File: config.mk
export PLATFORM = sky130hd
export DESIGN_NAME = fetch_unit
export DESIGN_NICKNAME = d
export VERILOG_FILES = /design/src/rtl/fetch_unit.sv
export SDC_FILE = /design/constraint.sdc
export NUM_CORES = 1
export LEC_CHECK = 0
export CAP_MARGIN = 20
export CORE_UTILIZATION = 40
export CTS_CLUSTER_SIZE = 16
export DETAILED_ROUTE_END_ITERATION = 8
export HOLD_SLACK_MARGIN = 0.03
export PLACE_DENSITY = 0.71
export SYNTH_ARGS = -nofsm -noshare
export SYNTH_HDL_FRONTEND = slang
export SYNTH_SLANG_ARGS = --single-unit
export TNS_END_PERCENT = 100
File: constraint.sdc
create_clock -name clk -period 2.6 [get_ports clk]
set_input_delay 0.65 -clock clk [delete_from_list [all_inputs] [get_ports clk]]
set_output_delay 0.65 -clock clk [all_outputs]
set_load 0.05 [all_outputs]
File: src/rtl/fetch_unit.sv
// Instruction-fetch stage: owns the PC, drives the combinational ROM address and
// registers opcode/immediate into the IF/ID register, with stall, branch and halt control.
module fetch_unit #(
  parameter int unsigned WIDTH = 8,
  parameter int unsigned LENGTH = 256,
  parameter int unsigned RESET_VEC = 0,
  parameter logic [WIDTH-1:0] IMM_MASK = 8'hC0,
  parameter logic [WIDTH-1:0] IMM_MATCH = 8'hC0,
  localparam int unsigned ADDR_WIDTH = $clog2(LENGTH)
) (
  input  logic                  clk,
  input  logic                  rst,
  output logic [ADDR_WIDTH-1:0] rom_addr,
  input  logic [WIDTH-1:0]      rom_instr,
  input  logic [WIDTH-1:0]      rom_imm,
  input  logic                  stall,
  input  logic                  branch_en,
  input  logic [ADDR_WIDTH-1:0] branch_addr,
  input  logic                  halt,
  output logic                  if_valid,
  output logic [WIDTH-1:0]      if_instr,
  output logic [WIDTH-1:0]      if_imm,
  output logic                  if_has_imm,
  output logic [ADDR_WIDTH-1:0] if_pc,
  output logic [ADDR_WIDTH-1:0] if_next_pc,
  output logic                  halted
);

  localparam logic [ADDR_WIDTH:0]   LEN_W    = (ADDR_WIDTH+1)'(LENGTH);
  localparam logic [ADDR_WIDTH-1:0] RESET_PC = ADDR_WIDTH'(RESET_VEC);

  typedef enum logic [1:0] {BOOT, RUN, HALT} state_t;

  state_t                state;
  logic [ADDR_WIDTH-1:0] pc;
  logic                  has_imm;
  logic [ADDR_WIDTH:0]   sum;
  logic [ADDR_WIDTH-1:0] pc_step;

  // One extra bit on the sum so non-power-of-two depths still wrap modulo LENGTH.
  always_comb begin
    has_imm = (rom_instr & IMM_MASK) == IMM_MATCH;
    sum     = {1'b0, pc} + (has_imm ? (ADDR_WIDTH+1)'(2) : (ADDR_WIDTH+1)'(1));
    if (sum >= LEN_W) pc_step = ADDR_WIDTH'(sum - LEN_W);
    else              pc_step = ADDR_WIDTH'(sum);
  end

  assign rom_addr = pc;

  always_ff @(posedge clk or posedge rst) begin
    if (rst) begin
      state      <= BOOT;
      pc         <= RESET_PC;
      if_valid   <= 1'b0;
      if_instr   <= '0;
      if_imm     <= '0;
      if_has_imm <= 1'b0;
      if_pc      <= '0;
      if_next_pc <= '0;
      halted     <= 1'b0;
    end else begin
      unique case (state)
        BOOT: begin
          state <= RUN;
          if (branch_en) pc <= branch_addr;
        end
        RUN: begin
          if (branch_en) begin
            pc       <= branch_addr;
            if_valid <= 1'b0;
          end else if (halt) begin
            state    <= HALT;
            if_valid <= 1'b0;
            halted   <= 1'b1;
          end else if (!stall) begin
            if_instr   <= rom_instr;
            if_imm     <= rom_imm;
            if_has_imm <= has_imm;
            if_pc      <= pc;
            if_next_pc <= pc_step;
            if_valid   <= 1'b1;
            pc         <= pc_step;
          end
        end
        HALT: begin
          if (branch_en) begin
            pc       <= branch_addr;
            halted   <= 1'b0;
            if_valid <= 1'b0;
            state    <= RUN;
          end
        end
        default: state <= BOOT;
      endcase
    end
  end

endmodule

# [Word level (Yosys, flattened, before mapping)]
# Cells that the tools add are included.
[totals] inputBits=29 wordCells=53 ff_bits=45
[classes] reduce_logical=9 n_bitwise=3 n_addsub=2 n_eq_ne=10 mux=19 magnitude_cmp=1
[op_table] op="$mux W8" n=5
[op_table] op="$pmux W8 S2" n=1
[op_table] op="$reduce_and A4 Y1" n=3
[op_table] op="$add A8 B2 Y9" n=1
[op_table] op="$ge A9 B9 Y1 const B" n=1
[op_table] op="$mux W2" n=4
[op_table] op="$sub A8 B1 Y8 const B" n=1
[op_table] op="$mux W1" n=6
[op_table] op="$ne A2 B2 Y1 const B" n=3
[op_table] op="$ne A3 B3 Y1 const B" n=2
[op_table] op="$pmux W2 S3" n=1
[op_table] op="$reduce_and A3 Y1" n=2
[op_table] op="$eq A2 B2 Y1 const B" n=2
[op_table] op="$ne A4 B4 Y1 const B" n=1
[op_table] op="$pmux W1 S2" n=2
[op_table] op="$reduce_bool A2 Y1" n=2
[op_table] op="$not A1 Y1" n=3
[op_table] op="$eq A2 B1 Y1 const B" n=1
[op_table] op="$logic_not A2 Y1" n=1
[op_table] op="$ne A2 B1 Y1 const B" n=1
[op_table] op="$reduce_or A2 Y1" n=1

# [Logic depth before layout (Yosys ltp)]
# Gate-level depths: netlist (run 1).
[logic_depth] depth_word=9 mapped_depth=8 mapped_depth_nobuf=8

# [Least setup slack after synthesis (run 1)]
# OpenSTA, ideal clock, no wires.
[synth_timing] path_kind="in2reg" start="input rom_instr[7]" end="register pc[6] (netlist: rom_addr[6])" path_stages=8 path_slack_ns=0.326 arrival_ns=2.195 setup_time_ns=0.080 required_time_ns=2.520 n_path_buf=0 cell_sequence="nand2_1 ha_1 inv_1 fa_1 nand3b_1 or2_1 a21oi_1 a2bb2oi_1"
[synth_via] elab_chain_len=9 word_cells_on_any_way=10 classes_between="2 x add/sub; 1 x order compare; 1 x eq/ne; 6 x mux"
[synth_rtl] item="start: declaration" line="14" text="input logic [WIDTH-1:0] rom_instr,"
[synth_rtl] item="$eq A2 B2 Y1 *" line="42" text="has_imm = (rom_instr & IMM_MASK) == IMM_MATCH;"
[synth_rtl] item="$mux W2 *" line="43" text="sum = {1'b0, pc} + (has_imm ? (ADDR_WIDTH+1)'(2) : (ADDR_WIDTH+1)'(1));"
[synth_rtl] item="$add A8 B2 Y9 *" line="43"
[synth_rtl] item="$sub A8 B1 Y8 or $ge A9 B9 Y1 (tied branches)" line="44" text="if (sum >= LEN_W) pc_step = ADDR_WIDTH'(sum - LEN_W);"
[synth_rtl] item="$mux W8 *" line="44"
[synth_rtl] item="$mux W8 *" line="75" text="end else if (!stall) begin"
[synth_rtl] item="$mux W8 *" line="71" text="end else if (halt) begin"
[synth_rtl] item="$mux W8 *" line="68" text="if (branch_en) begin"
[synth_rtl] item="$pmux W8 S2 *" line="62" text="unique case (state)"
[synth_rtl] item="end signal: assignment" line="65" text="if (branch_en) pc <= branch_addr;"
[synth_rtl] item="end signal: assignment" line="69" text="pc <= branch_addr;"
[synth_rtl] item="end signal: assignment" line="82" text="pc <= pc_step;"
[synth_rtl] item="end: declaration" line="35" text="logic [ADDR_WIDTH-1:0] pc;"
# Every way passes the cells marked *; elsewhere a longest branch is shown, timed or not. The select of a mux whose other input is x is not followed.
# A chain may end at the register's enable or synchronous reset.

# [Worst setup path in the final report (run 1)]
# Ends and elaborated chain as after synthesis.

==> results.txt, run 1 <==
Total GRT Usage: 16.54%
DR pass1 iterations: 5
Min Clock Period, post-route: 2.381 ns
Seq. cell area: 0.001126 mm²
Setup TNS: 0 ns
Count of final hold-check violations: 0
Mapped Cells: 169
Core area: 0.005205 mm²
Req. time, crit path: 2.82 ns
Post-synth top area cell: dfrtp_1
Worst-path clk slew: 0.08 ns
Slew headroom: 64.59%
Nets: 282
Routed WL per cell: 14.08 µm
Post-Route WL: 4520 µm
Sequential share of the synthesized area: 51.40%
RSZ-0062 raised after global routing: no
Fraction of registers with async set/reset: 100.0%
Tcrit/Tclk final: 91.57%
Final Util: 59.28%
Switching power share of the total: 45.61%
Synth Cell Area: 0.002191 mm²
Status: finished clean
TritonCTS clock tree: yes
Global route total overflow: 0
Total die area: 0.005777 mm²
Remaining antenna violation count: 0
Hold Slack: 0.5126 ns
Post-CTS Hold Fix Bufs: 0
Die H: 76.01 µm
Yosys top cell area share: 51.40%
Top FF cell, synth: dfrtp_1
Synthesized area per cell: 12.96 µm²
Clock power share: 11.4%
Share of layout cells above drive strength 1: 20.32%
Least-Margin Pin Slew: 0.5295 ns
Initial DRC Count: 102
CTS Buf Count: 5
Die width: 76.01 µm
Via count: 1559
I/O pin count: 72
PwrDens: 1175 mW/mm²
Worst vdd ir: 0.0006624 V
Initial Util: 42.09%
WS Path Type: input port to register
Final instance area: 0.003085 mm²
Total number of H-tree levels: 2
DR vias/cell: 4.857
Unique masters post-synth: 39
# DRC: 0
Comb pwr share: 57.0%
Post-CTS setup buffer count: 0
Largest net degree at the start of global routing: 23
Setup crit end kind: register
Setup-failing EPs final: 0
Clock sinks: 45
Net Count, Synth: 201
Slew Viols, Final: 0
First-pass GRT wire length: 7569 µm
Vias in the first global route: 1508
Crit path max fanout: 3
Clk root buf: clkbuf_8
Row cnt: 26
Antenna Cells: 0
Post-CTS Resized: 0
Largest cells by area after synthesis: dfrtp_1 51%, mux2_4 19%, a21oi_1 3.0%, nand2_1 2.4%, buf_12 1.8%
Placed cells: 313
Sequential share of power: 31.6%
Min-delay worst type: register to register
R2R setup slack: 0.69 ns
Later-pin clock latency in the skew report: 0.29 ns
EDFF count, synth: 0
Int Pwr: 1971 µW
Yosys reg bits: 45
Clock buffer depth: 2
Critical Path AT: 2.60 ns
Area of the multi-input gates: 940.9 µm²
Detailed placement HPWL: 3236 µm
Setup crit start kind: input port
Layout fillers: 463
Layout Skew: 0.001973 ns
Lkg Pwr: 0.001337 µW
Port Buffers: 71
GPL Wtd Cong: 0.7641
Synthesis warning total: 0
Psw: 1653 µW
Maximum Capacitance Violations: 0
Placement Cell Area: 0.003003 mm²
Max Clk Rate: 420.0 MHz
Antenna violations before repair: 0
Final std cells w/o fill: 321
P&R area growth vs syn: 40.83%
-- Yosys cell counts (2+ instances only) --
library cell,instances
mux2_4,27
a22o_1,3
buf_6,2
buf_12,2
nand2b_1,3
ha_1,2
o22ai_1,4
nor2_1,8
a2bb2oi_1,4
a21o_1,2
nand2_1,14
dfrtp_1,45
xnor2_1,2
o21ai_0,4
nand3b_1,2
xor2_1,3
inv_1,8
a21oi_1,13
-- registers in the layout (all words and copies together) (netlist names) --
| name | count |
|---|---|
| if_imm | 8 |
| if_instr | 8 |
| if_next_pc | 8 |
| if_pc | 8 |
| rom_addr | 8 |
| state | 2 |
| halted | 1 |
| if_has_imm | 1 |
| if_valid | 1 |
-- routing by layer --
metal | up-vias | wire length [µm] | GRT usage (%)
li1 | 759 | - | -
met1 | 747 | 2241 | 24.14
met2 | 47 | 1970 | 24.09
met3 | 6 | 259 | 4.192
met4 | 0 | 49 | 5.192
met5 | - | 0 | 0
-- critical path, stage by stage --
cell	delay, ns
clkdlybuf4s50_1	0.43
nand2_1	0.12
ha_1	0.17
inv_1	0.05
fa_1	0.39
nand3b_1	0.18
or2_1	0.28
a21oi_1	0.17
a2bb2oi_1	0.16
-- cell usage in the layout, fill, tap and decap left out, types with 5 or more instances in the layout --
master            n
clkdlybuf4s50_1  71
dfrtp_1          45
mux2_4           27
nand2_1          14
a21oi_1          13
buf_4             9
nor2_1            8
inv_1             7
clkbuf_8          5
-- kinds of logic (layout without fill, tap and decap cells) --
family | Yosys count | count (layout) | synth area share, %
muxes | 28 | 28 | 18.96
adders and majority gates | 3 | 3 | 2.056
xor gates and xnor gates | 5 | 5 | 1.999
AOI/OAI and AO/OA | 37 | 37 | 11.42
buffers and inverters | 16 | 98 | 5.654
DFF | 45 | 45 | 51.40
and+or+nand+nor | 35 | 35 | 8.509
-- worst paths after layout --
| kind | start | endpoint | depth (start not counted) |
|---|---|---|---|
| worst max register to register | rom_addr[0] | rom_addr[6] | 7 |
| min in group asynchronous | rst | if_pc[6] | 2 |
| max in group asynchronous | rst | if_pc[7] | 3 |
| worst max-delay path | rom_instr[7] | rom_addr[6] | 9 |
| worst min-delay path | if_instr[3] | if_instr[3] | 1 |
| worst min register to register | if_instr[3] | if_instr[3] | 1 |
-- power groups by stage --
stage	clock, µW	combinational, µW	sequential, µW
after floorplan	0	522	2030
after global placement	0	2060	1140
after detailed placement	0	2070	1160
after CTS	430	2080	1150
after global routing	465	2160	1180
final	415	2070	1140
-- cell type report --
type | instances | area share (%)
Clock inverter | 2 | 0.3244
Tap cell | 70 | 2.839
Clock buffer | 6 | 2.352
Timing Repair Buffer | 82 | 26.52
Multi-Input combinational cell | 108 | 30.49
Sequential cell | 45 | 36.50
Inverter | 8 | 0.9732
-- through the flow --
stage / total power [µW] / setup WS, ns
2_1_floorplan: 2550 / 0.3259
3_3_place_gp: 3202 / -0.009724
3_5_place_dp: 3226 / -0.08131
4_1_cts: 3654 / 0.2221
5_1_grt: 3805 / 0.08245
6_report: 3624 / 0.2192
Power figures use the tool's default switching activity.
==> inputs of run 2 (changes only) <==
Settings changed: SLEW_MARGIN from default to 10.
==> results of run 2 <==
Same layout as run 1: the final DEF is identical, and so are final timing and power.
